File: config.mk
export PLATFORM = sky130hd
export DESIGN_NAME = reg_bus_arbiter
export DESIGN_NICKNAME = d
export VERILOG_FILES = /design/src/rtl/reg_bus_arbiter.sv
export SDC_FILE = /design/constraint.sdc
export NUM_CORES = 1
export LEC_CHECK = 0
export CAP_MARGIN = 10
export CORE_AREA = 2 2 88 90
export DETAILED_ROUTE_END_ITERATION = 7
export DIE_AREA = 0 0 90 92
export HOLD_SLACK_MARGIN = 0.02
export PLACE_DENSITY = 0.86
export SLEW_MARGIN = 20
export SYNTH_ARGS = -nofsm -noshare
export SYNTH_HDL_FRONTEND = slang
export SYNTH_SLANG_ARGS = --single-unit
File: constraint.sdc
create_clock -name clk -period 2.35 [get_ports clk]
set_clock_uncertainty 0.15 [all_clocks]
set_input_delay 0.5875 -clock clk [delete_from_list [all_inputs] [get_ports clk]]
set_output_delay 0.5875 -clock clk [all_outputs]
set_load 0.005 [all_outputs]
File: src/rtl/reg_bus_arbiter.sv
// rtl/reg_bus_arbiter.sv - round-robin arbiter sharing the 16-bit peripheral register bus
// Optional grant locking with idle watchdog is enabled by defining ARB_LOCK_EN.
module reg_bus_arbiter #(
  parameter int          NREQ      = 2,
  parameter int          RD_LAT    = 2,
  parameter logic [15:0] IDLE_ADDR = 16'hFFFF,
  parameter int          LOCK_MAX  = 64
) (
  input  logic                 clk,
  input  logic                 sclr,
  input  logic [NREQ-1:0]      req,
  input  logic [NREQ-1:0]      req_we,
  input  logic [NREQ*16-1:0]   req_addr,
  input  logic [NREQ*2-1:0]    req_be,
  input  logic [NREQ*16-1:0]   req_wdata,
  input  logic [NREQ-1:0]      req_lock,
  output logic [NREQ-1:0]      gnt,
  output logic [NREQ-1:0]      rvalid,
  output logic [15:0]          rdata,
  output logic [15:0]          rdaddr,
  output logic [15:0]          wraddr,
  output logic [1:0]           be,
  output logic                 write,
  output logic [15:0]          wrdata,
  input  logic [15:0]          rddata,
  output logic                 busy
);

  localparam int IW = (NREQ > 1) ? $clog2(NREQ) : 1;
  localparam logic [NREQ-1:0] ONE = {{(NREQ-1){1'b0}}, 1'b1};

  logic [IW-1:0]   last_gnt;
  logic [IW-1:0]   sel;
  logic            found;
  logic [NREQ-1:0] elig;
  logic            lock_held;

  logic [RD_LAT:0] tag_vld;
  logic [IW-1:0]   tag_own [RD_LAT:0];

  // Search starts one past the last winner so every requester gets a turn.
  always_comb begin
    found = 1'b0;
    sel   = '0;
    for (int k = 1; k <= NREQ; k++) begin
      if (!found && elig[(int'(last_gnt) + k) % NREQ]) begin
        found = 1'b1;
        sel   = IW'((int'(last_gnt) + k) % NREQ);
      end
    end
  end

  assign gnt = (found && !sclr) ? (ONE << sel) : '0;

  logic        g_we;
  logic [15:0] g_addr;
  logic [1:0]  g_be;
  logic [15:0] g_wdata;
  logic        g_rd;

  assign g_we    = req_we[sel];
  assign g_addr  = req_addr[16*sel +: 16];
  assign g_be    = req_be[2*sel +: 2];
  assign g_wdata = req_wdata[16*sel +: 16];
  assign g_rd    = (|gnt) && !g_we;

  always_ff @(posedge clk) begin
    if (sclr) begin
      last_gnt <= IW'(NREQ - 1);
      rdaddr   <= IDLE_ADDR;
      wraddr   <= IDLE_ADDR;
      be       <= '0;
      write    <= 1'b0;
      wrdata   <= '0;
      rvalid   <= '0;
      rdata    <= '0;
      tag_vld  <= '0;
      for (int s = 0; s <= RD_LAT; s++) tag_own[s] <= '0;
    end else begin
      rdaddr <= IDLE_ADDR;
      wraddr <= IDLE_ADDR;
      be     <= '0;
      write  <= 1'b0;
      if (|gnt) begin
        last_gnt <= sel;
        if (g_we) begin
          write  <= 1'b1;
          wraddr <= g_addr;
          be     <= g_be;
          wrdata <= g_wdata;
        end else begin
          rdaddr <= g_addr;
        end
      end
      // Stage 0 is the bus address cycle; data is captured after the last stage.
      tag_vld <= {tag_vld[RD_LAT-1:0], g_rd};
      for (int s = RD_LAT; s > 0; s--) tag_own[s] <= tag_own[s-1];
      tag_own[0] <= sel;
      if (tag_vld[RD_LAT]) begin
        rvalid <= ONE << tag_own[RD_LAT];
        rdata  <= rddata;
      end else begin
        rvalid <= '0;
      end
    end
  end

`ifdef ARB_LOCK_EN
  localparam int CW = $clog2(LOCK_MAX + 1);
  logic [IW-1:0] lock_owner;
  logic [CW-1:0] wd_cnt;

  assign elig = lock_held ? (req & (ONE << lock_owner)) : req;

  // Watchdog frees a lock whose owner walked away without a closing access.
  always_ff @(posedge clk) begin
    if (sclr) begin
      lock_held  <= 1'b0;
      lock_owner <= '0;
      wd_cnt     <= '0;
    end else if (|gnt) begin
      lock_held  <= req_lock[sel];
      lock_owner <= sel;
      wd_cnt     <= '0;
    end else if (lock_held && !req[lock_owner]) begin
      if (wd_cnt == CW'(LOCK_MAX - 1)) begin
        lock_held <= 1'b0;
        wd_cnt    <= '0;
      end else begin
        wd_cnt <= wd_cnt + CW'(1);
      end
    end
  end
`else
  localparam int unused_lock_max = LOCK_MAX;
  logic unused_lock;
  assign unused_lock = ^req_lock;
  assign lock_held   = 1'b0;
  assign elig        = req;
`endif

  assign busy = (|tag_vld) | lock_held;

endmodule

== After elaboration in Yosys (flattened, before gate mapping) ==
Memory sizes are Yosys's and may differ from the RTL's.
Cells that the tools add are included.

* $add $sub $neg: 2
* Multipliers: 0
* Divide/modulo/power cells: 0
* $lt $le $gt $ge: 3
* Equal/unequal tests: 0
* Shift-type cells: 5
* Muxes and demuxes: 20
* Bitwise gates (word level): 8
* Reduce and logical (&&, ||, !) cells: 13

{| class="wikitable"
|+ Operator list
! kind !! number
|-
| indexed part select 32 x 6 -> 16 bit || 2
|-
| two-way mux 1 bit || 19
|-
| OR reduction 3 bit || 3
|-
| < comparator 2 x 3 -> 1 bit, second input constant || 2
|-
| OR reduction 2 bit || 3
|-
| indexed part select 4 x 3 -> 2 bit || 1
|-
| << shifter 1 x 1 -> 2 bit, first input constant || 2
|-
| logical AND 1 bit || 3
|-
| logical NOT 1 bit || 3
|-
| NOT 1 bit || 3
|-
| bitwise OR 1 bit || 3
|-
| adder 1 bit, second input constant || 2
|-
| AND 1 bit, first input constant || 2
|-
| < comparator 1 x 2 -> 1 bit, second input constant || 1
|-
| two-way mux 2 bit || 1
|-
| AND reduction 2 bit || 1
|}

* Register bits after elaboration: 73
* Latch bits: 0
* RAM bits: 3
* Memory bits (read-only): 0
* Output and inout bits: 72
* Memories: 1

{| class="wikitable"
|+ Memories
! memory !! words !! width !! rd ports !! clocked after Yosys merged registers in !! wr ports !! line !! text
|-
| tag_own || 3 || 1 || 3 || 0 || 3 || 39 || <nowiki>logic [IW-1:0] tag_own [RD_LAT:0];</nowiki>
|}

== Logic depth before layout (Yosys ltp) ==
* Depth after elaboration: 14
* Mapped depth: 5

== Worst setup path before layout ==
OpenSTA, ideal clock, no wires.

* Path type: input -> output
* Start: in req[1]
* End: out gnt[1]
* Data arrival time: 1.211 ns
* Data required time: 1.612 ns
* Slack: 0.402 ns
* Stages: 4
* Cell sequence: a21boi_2 -> buf_6 -> buf_4 -> nor2b_1

* Cells in the longest elaborated chain, start to end: 9
* Elaborated cells on any way between the ends: 15
* Those cells by class: 1 x shift; 11 x mux; 3 x reduce/logical

{| class="wikitable"
|+ Ends and longest elaborated chain
! what !! line !! text
|-
| start, declared || 11 || <nowiki>input logic [NREQ-1:0] req,</nowiki>
|-
| two-way mux 1 bit (not written as such) (3 in a row) || 46 || <nowiki>if (!found && elig[(int'(last_gnt) + k) % NREQ]) begin</nowiki>
|-
| two-way mux 1 bit || 46 ||
|-
| logical NOT 1 bit || 46 ||
|-
| logical AND 1 bit || 46 ||
|-
| two-way mux 1 bit || 46 ||
|-
| << shifter 1 x 1 -> 2 bit / logical AND 1 bit (equally long branches) || 53 || <nowiki>assign gnt = (found && !sclr) ? (ONE << sel) : '0;</nowiki>
|-
| two-way mux 2 bit (*) || 53 ||
|-
| end, declared || 17 || <nowiki>output logic [NREQ-1:0] gnt,</nowiki>
|}

Every way passes the cells marked *; elsewhere a longest branch is shown, timed or not. The select of a mux whose other input is x is not followed.

== Worst setup path after layout ==
* Start: in req[1]
* End: reg wrdata[0]

* Cells in the longest elaborated chain, start to end: 11
* Elaborated cells on any way between the ends: 20
* Those cells by class: 2 x shift; 13 x mux; 5 x reduce/logical

{| class="wikitable"
|+ Ends and longest elaborated chain
! what !! line !! text
|-
| parallel branches: the longest is 11 deep, another holds indexed part select 32 x 6 -> 16 bit || -- ||
|-
| end signal, assigned || 90 || <nowiki>wrdata <= g_wdata;</nowiki>
|-
| end, declared || 24 || <nowiki>output logic [15:0] wrdata,</nowiki>
|}

Parallel ways; which one is timed is not known. The select of a mux whose other input is x is not followed.
A chain may end at the register's enable or synchronous reset.

==> impl_metrics.yaml <==
power:
  cellLeakagePower_nw: 1.81
  combPwrFrac_pct: 20.1
  clock_power_share_pct: 32.1
  p_sw_share_pct: 24.0
  power_switching_mw: 0.692
  irDropWorstVdd_mv: 0.349
  p_seq_share_pct: 47.8
  p_int_mw: 2.20
  powerDensity_mw_per_mm2: 591
floorplanning:
  fp.coreArea_mm2: 0.00745
  initial_core_util_pct: 40.0
  num_rows: 32
  die_area_mm2: 0.00828
  die_w_um: 90
  die_h_um: 92
  io-pin-count: 164
timing:
  rsz0062_at_grt: "yes"
  whs_ns: 0.264
  maxSlewHeadroom_pct: 63.1
  slew_viol_final: 0
  fin_crit_ns: 2.29
  setup_viol: 0
  clock.fmax_mhz: 436
  hold_viol: 0
  worst_pin_slew_ns: 0.553
  fin_crit_sh_pct: 97.6
final_layout:
  regArea_mm2: 0.00152
  final_design_area_no_fill_mm2: 0.00489
  post-route-util_pct: 65.7
  nFillCells: 617
  areaGrowthSynthToFinish_pct: 64.1
  fin_nets: 511
  multi_input_area_mm2: 0.00129
  drive_above_1_share_pct: 11.1
  diodes: 0
clocking:
  clkSlewWorstSetupHoldPaths_ns: 0.07
  numClockSinks: 76
  htreeDepth: 3
  cts-root-buf: "clkbuf_8"
  worstSkewPairLatency_ns: 0.33
  cts_max_path_buffers: 2
  cts_tree: "done"
  numCtsBuffers: 9
logic_synthesis:
  synthSimpleGateAreaFrac_pct: 13.6
  synth_compound_area_share_pct: 12.8
  ys_seq_elements: 76
  yosys.cell_types.count: 26
  synth-xor-area-share_pct: 0
  yosysTopAreaCellShare_pct: 51.0
  yosysWarnings: 0
  synthAdderAreaFrac_pct: 0
  syn_area_per_cell_um2: 11.6
  synthTopCellsByArea: "dfxtp_1, mux2i_1, nand3b_1"
  ys_seq_area_share_pct: 51.0
  synth.area.mux_share_pct: 16.8
  syn_nets: 350
  yosys.area.top_type: "dfxtp_1"
  synth_top_family_by_area: "multiplexers"
  syn_area_mm2: 0.00298
  netlist_instances: 258
worst_setup_path:
  arrival_ns: 2.35
  critPathLaunchType: "input pin"
  r2r_start: "last_gnt"
  crit_chain: "clkdlybuf4s50_1 > a21boi_4 > buf_4 > buf_6 > a22o_4 > buf_12 > a211oi_1"
  crit_type: "in2reg"
  startpoint: "req[1]"
  worstPathRequired_ns: 2.40
  critPathMaxStageDelay_ns: 0.48
  crit_fanout: 54
  critPathSlowestCell: "clkdlybuf4s50_1"
  rr_worst_depth: 6
  endpoint_kind: "flip-flop"
route:
  route.detailed.drc: 0
  drtIter0Drc: 51
  wire_per_inst_um: 15.0
  ant_nets: 0
  totalWireLength_um: 7880
  routed_via_density: 4.96
  num_vias: 2605
  drt_pass1_iterations: 4
flow_run:
  maxCapViolCount: 0
global_route:
  antenna_found_initial: 0
  grt_pass1_wl_um: 12100
  grt_pass1_vias: 2512
  grt_max_degree: 55
  overflow: 0
  grtUsageTotal_pct: 18.2
place:
  placed_area_mm2: 0.00470
  place_congestion: 0.734
  port-buffer-count: 161
  dp.final_hpwl_um: 5700
min_path:
  min_path_type: "reg2reg"
  hold_depth: 1
  worstHoldStart: "tag_own[0][2]"
outcome:
  status: "complete, no violations"
Yosys cell counts:
library cell  instances
nor3b_1               1
nand2b_1              1
buf_2                 9
clkbuf_1              7
and3b_1               1
or3_1                 1
a211oi_1              2
buf_6                 5
mux2i_1              50
a211oi_2             14
a21oi_1               1
nand3b_1             32
nor2_1               18
nor3_1                2
nor2b_1               7
a21boi_2              1
inv_1                 3
and2_1                1
nand2_1               2
buf_4                 4
a221oi_1             16
a22o_4                1
a22oi_1               1
a32o_1                1
buf_1                 1
dfxtp_1              76
area by class of cell:
class                   count  share of cell area (%)
multi-input cells         153                    26.5
well taps                 102                    2.61
clock buffers              10                    2.61
repair buffers            176                    35.9
clock inverters             5                    1.10
flip-flops and latches     76                    31.1
inverters                   3                   0.230
worst max-delay path, delay by kind of cell:
kind	cells	cell delay, ns
AO/OA/AOI/OAI	3	0.54
buffers and inverters	4	1.22
cell families after synthesis:
group / count (synthesis)
compound gates: 37
buf+inv: 29
flops: 76
mux: 50
simple gates: 66
power by group through the flow:
stage	logic, mW	registers [mW]	clock network [mW]
floorplan	0.242	1.41	0
global placement	0.570	1.41	0
detailed placement	0.584	1.41	0
CTS	0.584	1.38	0.950
global route	0.620	1.39	0.997
finish	0.581	1.38	0.928
metrics by stage:
| step | setup slack (ns) | power [mW] | cells | setup TNS, ns |
|---|---|---|---|---|
| after detailed placement | -0.383 | 1.99 | 509 | -18.46 |
| after CTS | -0.0190 | 2.91 | 524 | -0.0976 |
| final | 0.0573 | 2.89 | 525 | 0 |
| after global placement | -0.334 | 1.98 | 509 | -16.61 |
| after floorplan | 0.402 | 1.65 | 258 | 0 |
| after global routing | -0.0197 | 3.00 | 525 | -0.0723 |
layout by cell type, fill, tap and decap left out, types with 3 or more instances in the layout:
cell type          n
a221oi_1          16
nor2_1            18
clkbuf_8           9
a211oi_2          14
clkinv_2           3
dfxtp_1           76
nor2b_1            7
mux2i_1           50
buf_4             11
nand3b_1          32
clkdlybuf4s50_1  157
buf_12             3
inv_1              3
sequential cells by signal, indices dropped and copies added, names as in the netlist:
signal,count
tag_vld,3
wrdata,16
rvalid,2
last_gnt,1
write,1
rdaddr,16
rdata,16
wraddr,16
tag_own,3
be,2
layer usage:
layer / global-route usage [%] / vias to the layer above / wire length [um] / share of wire [%]
met5: 0 / - / 0 / 0
met1: 19.9 / 1243 / 3200 / 41
met3: 4.27 / 15 / 375 / 4.8
li1: - / 1253 / - / -
met2: 34.1 / 94 / 4170 / 53
met4: 7.05 / 0 / 127 / 1.6
worst paths after layout:
check | end | slack, ns
worst max-delay path | wrdata[0] | 0.06
worst min-delay path | rvalid[0] | 0.26
worst max register to register | wrdata[0] | 0.48
worst min register to register | rvalid[0] | 0.26
what timing repair did:
action	in CTS	in global routing
setup buffers	0	1
setup endpoints to repair	15	53
pin swaps	0	0
hold endpoints to repair	0	0
gates resized for setup	5	3
hold buffers	0	0
No activity file was read; power rests on OpenSTA's default activity.
